## config.mk

```make
export PLATFORM = sky130hd
export DESIGN_NAME = scan_io_harness
export DESIGN_NICKNAME = d
export VERILOG_FILES = /design/src/rtl/scan_io_harness.sv
export SDC_FILE = /design/constraint.sdc
export NUM_CORES = 1
export LEC_CHECK = 0
export ABC_AREA = 1
export CORE_MARGIN = 8
export CORE_UTILIZATION = 46
export CTS_CLUSTER_SIZE = 30
export DETAILED_ROUTE_END_ITERATION = 8
export PLACE_DENSITY = 0.74
export SYNTH_ARGS = -nofsm -noshare
export SYNTH_HDL_FRONTEND = slang
export SYNTH_SLANG_ARGS = --single-unit
```

## constraint.sdc

```tcl
create_clock -name clk -period 1.2 [get_ports clk]
set_input_delay 0.24 -clock clk [delete_from_list [all_inputs] [get_ports clk]]
set_output_delay 0.24 -clock clk [all_outputs]
set_load 0.05 [all_outputs]
```

## src/rtl/scan_io_harness.sv

```systemverilog
// Serial scan harness: shifts a parallel DUT input bus in on di, captures the DUT output bus and shifts it out on sdo.
// The serial output port is sdo because "do" is a SystemVerilog keyword.
module scan_io_harness #(
  parameter int unsigned DIN_N         = 8,
  parameter int unsigned DOUT_N        = 8,
  parameter int unsigned CAPTURE_DELAY = 0,
  parameter int unsigned AUTO_STB      = 0,
  parameter int unsigned FCNT_W        = 8
) (
  input  logic              clk,
  input  logic              rst_n,
  input  logic              di,
  input  logic              shift_en,
  input  logic              stb,
  output logic              sdo,
  output logic [DIN_N-1:0]  dut_din,
  input  logic [DOUT_N-1:0] dut_dout,
  output logic              busy,
  output logic              overrun,
  output logic [FCNT_W-1:0] frame_cnt
);

  localparam int unsigned BCNT_W = (DIN_N > 1) ? $clog2(DIN_N) : 1;
  localparam int unsigned DCNT_W = 4;
  localparam logic [BCNT_W-1:0] BCNT_LAST = BCNT_W'(DIN_N - 1);
  localparam logic [DCNT_W-1:0] DCNT_LOAD = DCNT_W'(CAPTURE_DELAY);
  localparam bit DELAYED = (CAPTURE_DELAY != 0);
  localparam bit AUTO    = (AUTO_STB != 0);

  typedef enum logic {S_IDLE, S_WAIT} state_t;

  state_t             state;
  logic [DIN_N-1:0]   din_shr;
  logic [DOUT_N-1:0]  dout_shr;
  logic [BCNT_W-1:0]  bcnt;
  logic [DCNT_W-1:0]  dcnt;
  logic               stb_auto;

  logic upd_c;
  logic cap_c;
  logic bcnt_wrap_c;

  // Strobe source, counter wrap and capture decision for this cycle
  assign upd_c       = AUTO ? stb_auto : stb;
  assign bcnt_wrap_c = shift_en && (bcnt == BCNT_LAST);
  assign cap_c       = (state == S_IDLE) ? (upd_c && !DELAYED)
                                         : (dcnt == DCNT_W'(1));

  assign sdo = dout_shr[DOUT_N-1];

  always_ff @(posedge clk or negedge rst_n) begin
    if (!rst_n) begin
      state     <= S_IDLE;
      din_shr   <= '0;
      dout_shr  <= '0;
      dut_din   <= '0;
      bcnt      <= '0;
      dcnt      <= '0;
      stb_auto  <= 1'b0;
      busy      <= 1'b0;
      overrun   <= 1'b0;
      frame_cnt <= '0;
    end else begin
      if (shift_en) begin
        din_shr <= DIN_N'({din_shr, di});
        bcnt    <= bcnt_wrap_c ? '0 : bcnt + BCNT_W'(1);
      end

      // Single-cycle pulse; with DIN_N=1 the gap keeps it to every other cycle
      stb_auto <= bcnt_wrap_c && !stb_auto;

      if (upd_c) begin
        dut_din <= din_shr;
      end

      if (cap_c) begin
        dout_shr  <= dut_dout;
        frame_cnt <= frame_cnt + FCNT_W'(1);
      end else if (shift_en) begin
        dout_shr <= dout_shr << 1;
      end

      case (state)
        S_IDLE: begin
          if (upd_c && DELAYED) begin
            state <= S_WAIT;
            dcnt  <= DCNT_LOAD;
            busy  <= 1'b1;
          end
        end
        S_WAIT: begin
          dcnt <= dcnt - DCNT_W'(1);
          if (upd_c) begin
            overrun <= 1'b1;
          end
          if (dcnt == DCNT_W'(1)) begin
            state <= S_IDLE;
            busy  <= 1'b0;
          end
        end
        default: state <= S_IDLE;
      endcase
    end
  end

endmodule

```

Yosys cells after proc, flatten, opt, wreduce, memory -nomap -nowiden. Cells that the tools add are included.

Reduce and logical (&&, ||, !) cells: 2. Add/sub/neg operators: 2. Eq/ne operators: 1. Multiplexer cells: 5.

Operators by type and width (number): 2-to-1 mux 8 bit (2); adder 8 x 1 -> 8 bit, second input constant (1); equality test 4 x 1 -> 1 bit, second input constant (1); subtractor 4 x 1 -> 4 bit, second input constant (1); 2-to-1 mux 1 bit (3); AND reduction 2 bit (1); nonzero test 2 bit (1).

Output and inout bits: 19. Flip-flop bits (word level): 38. Bits of input ports: 13. Word-level logic and storage cells: 17.

Logic depth before layout (Yosys ltp).
Word-level depth: 3. Mapped depth: 8. Depth with buffers taken out: 8.

Worst setup path before layout. No wires, ideal clock.

Path kind: register -> register. From: register frame_cnt[0]. To: register frame_cnt[6]. Arrival: 1422 ps. Buffers on the path: 0. Library setup time: 119 ps. Required time: 1081 ps. Path slack: -341 ps. Stages on the path, launching flop included: 9. Period minus slack after synthesis: 1541 ps. Cells stage by stage: dfrtp_1 -> ha_1 -> nand2_1 -> nor2_1 -> nand2_1 -> nand2_1 -> nand2_1 -> nand2_1 -> nand2_1.

Word-level cells in the longest chain between the ends: 1.

Ends and longest elaborated chain: start, declared (line 20) `output logic [FCNT_W-1:0] frame_cnt`; start signal, assigned (line 78) `frame_cnt <= frame_cnt + FCNT_W'(1);`; adder 8 x 1 -> 8 bit (line 78).

No other way between the ends. A chain may end at the register's enable or synchronous reset.

Worst setup path in the final report.
From: register frame_cnt[0]. To: output port frame_cnt[0].

No word-level cell between the ends.

==> key figures <==
Detailed routing
  – DR pass1 iterations: 4
  – Vias: 1400
  – Routed WL: 3563 µm
  – Routed len/inst: 12.59 µm
  – Via density: between 4 and 5
  – Post-route ant nets: 0
  – Drt initial violations: 59
  – Number of remaining DRC errors: 0

Global routing
  – Largest net degree at the start of global routing: 39
  – Number of global-route vias before repair: 1385
  – Global-route wire length before repair: between 6000 and 7000 µm
  – Initial antenna violation count: 0
  – GR Overflow Total: 0
  – GRT Total Usage: ~13%

Power
  – Leak Pwr: 1.176 nW
  – P per Cell Area: 1722 nW/µm²
  – Total power: 4.350 mW
  – Worst VDD drop: about 1.3 mV

Setup path
  – CP max-delay cell: dfrtp_2
  – Critical path arrival: ~970 ps
  – Max incr delay on CP: approximately 420 ps
  – Critical Path, Cell by Cell: buf_6 -> buf_12
  – Crit path from: frame_cnt[0]
  – CP delay by family, top: flip-flops
  – Startpoint types: register
  – Launching point of the worst reg2reg path: dcnt[0]
  – Worst Setup End Kind: output pin
  – CP Max Fanout: 2
  – Crit path buf inv count: 2
  – Crit Path Class: register to output pin
  – Worst Path Required: ~960 ps

Finish
  – Post-Layout Cell Count: ~280
  – Area Growth Syn to Fin: 45.36%
  – Layout cell share with drive strength beyond 1: 28.09%
  – Nets: 250
  – Antenna fix cells: 0

Clocking
  – TritonCTS buffer count: 5
  – Worst-Skew Late Latency: approximately 290 ps
  – Clk sinks: 38
  – Htree depth: 2
  – CTS root buf: clkbuf_8
  – Bufs on Longest Clock Path: 2
  – Reg clk slew, reported paths: about 70 ps
  – CTS tree: yes

Yosys
  – Area of the mapped netlist: approximately 1700 µm²
  – #FFs+latches synth: 38
  – Mean post-synth cell area: 9.147 µm²
  – Post-Syn Instances: between 150 and 200
  – Post-Syn Nets: approximately 200
  – Netlist cell types: 26
  – Sequential area share after synthesis: 54.72%
  – Yosys warning count: 0

Floorplan
  – Initial Utilization: about 47%
  – Core area: around 3700 µm²
  – Number of I/O pins: 32
  – Die Width: roughly 77 µm
  – Row count: 22
  – Die footprint: 6001 µm²
  – Die height: roughly 77 µm

Place
  – DPL Wire Length: ~2600 µm
  – Port bufs: 30
  – Final RePlAce weighted congestion: approximately 0.77
  – Post-Place Cells: between 200 and 300

Timing
  – FMAX: roughly 830 MHz
  – Worst Slack Setup Final: -6.586 ps
  – Final worst-path cycle share: 100.5%
  – Setup Skew: between 3 and 4 ps
  – WHS: about 460 ps
  – RSZ-0062 raised after global routing: true
  – Fin. max-slew vios: 0
  – Total negative slack: -6.586 ps
  – Fin. Hold Viols: 0
  – Setup-failing EPs final: 1
  – Minimum clock period after layout: between 1000 and 1500 ps

Run
  – Max Cap Viol: 0

Outcome
  – Failing checks: negative setup slack
  – Outcome: complete, but fails checks

Worst hold path
  – Hold WC Path Type: input port to asynchronous set/reset pin
-- state kept, by name (all words and copies together), names as in the netlist --
register / cells
dcnt: 4
din_shr: 8
dout_shr: 8
dut_din: 8
frame_cnt: 8
overrun: 1
state: 1
-- where the power goes --
group	internal [mW]	total [mW]	switching (mW)
Sequential	1.49	1.73	0.238
Clock	0.463	0.889	0.426
Combinational	0.837	1.73	0.894
Total	2.79	4.35	1.56
-- final timing paths --
| path | end | slack (ps) | depth (start not counted) |
|---|---|---|---|
| setup / recovery | frame_cnt[0] | -7 | 2 |
| hold / removal | dut_din[1] | 460 | 3 |
| setup reg to reg | dcnt[2] | 40 | 6 |
| hold reg to reg | din_shr[7] | 490 | 2 |
| max in group asynchronous | frame_cnt[5] | 530 | 3 |
| min in group clk | din_shr[0] | 480 | 3 |
-- final cells by class --
cell class	count	area (µm²)
Inverter	18	67.56
Clock inverter	1	5.005
Multi-Input combinational cell	124	718.2
Sequential cell	38	959.7
Clock buffer	7	86.33
Timing Repair Buffer	47	629.4
Fill cell	269	1135
Tap cell	48	60.06
-- Yosys cell counts (all sizes together) --
cell | n | area, µm²
nor3 | 1 | 5.000
xor2 | 4 | 42.55
nand4 | 13 | 81.33
a21o | 1 | 7.510
o21ai | 10 | 50.05
a21oi | 8 | 40.04
conb | 1 | 3.750
xnor2 | 1 | 8.760
ha | 3 | 37.54
buf | 8 | 60.05
inv | 18 | 67.57
dfrtp | 38 | 950.9
clkbuf | 2 | 7.510
nor2 | 13 | 56.30
nand2 | 52 | 210.2
nand3b | 2 | 15.01
nand3 | 14 | 82.58
mux2 | 1 | 11.26
-- what timing repair did --
item,in CTS,in global routing
hold buffers,1,0
pin swaps,0,1
endpoints found under the hold margin,38,0
buffers inserted,2,0
resized for setup,5,7
endpoints found under the setup margin,11,14
-- cell usage in the layout (no fill, tap or decap), types with 2 or more instances in the layout --
| master | n |
|---|---|
| nand2_1 | 47 |
| dfrtp_1 | 31 |
| buf_12 | 19 |
| inv_1 | 15 |
| nand4_1 | 13 |
| nand3_1 | 13 |
| buf_4 | 12 |
| clkdlybuf4s50_1 | 11 |
| nor2_1 | 10 |
| a21oi_1 | 8 |
| o21ai_0 | 8 |
| dfrtp_2 | 7 |
| clkbuf_8 | 6 |
| inv_2 | 3 |
| nor2_4 | 3 |
| xor2_1 | 3 |
| buf_6 | 3 |
| nand2_4 | 2 |
| nand2_2 | 2 |
| o21ai_1 | 2 |
| nand3b_1 | 2 |
| ha_4 | 2 |
-- per-stage QoR --
stage,util (%),instance area [µm²],setup WS [ps]
after floorplan,-,1769,-49.44
after global placement,64.32,2355,-191.6
after detailed placement,64.32,2355,-230.1
after CTS,68.22,2497,-6.090
after global routing,69.00,2526,-53.06
final,69.00,2526,-6.586
-- cell families after synthesis --
family	count (synthesis)	synth area share (%)
muxes	1	0.6479
and+or+nand+nor	95	25.92
DFF	38	54.72
buffers and inverters	28	7.775
xor gates and xnor gates	5	2.952
AOI/OAI and AO/OA	19	5.616
other	1	0.2158
adders and majority gates	3	2.160
-- per-layer routing --
layer	track usage [%]	wire length, µm	up-vias
met5	0	0	-
met4	6.226	77	0
met3	3.341	93	7
met2	21.48	1887	18
met1	15.06	1504	676
li1	-	-	699
-- worst min-delay path: stages --
cell and delay (ps):
dlygate4sd3_1 530, buf_2 130, buf_12 220
Power figures use the tool's default switching activity.
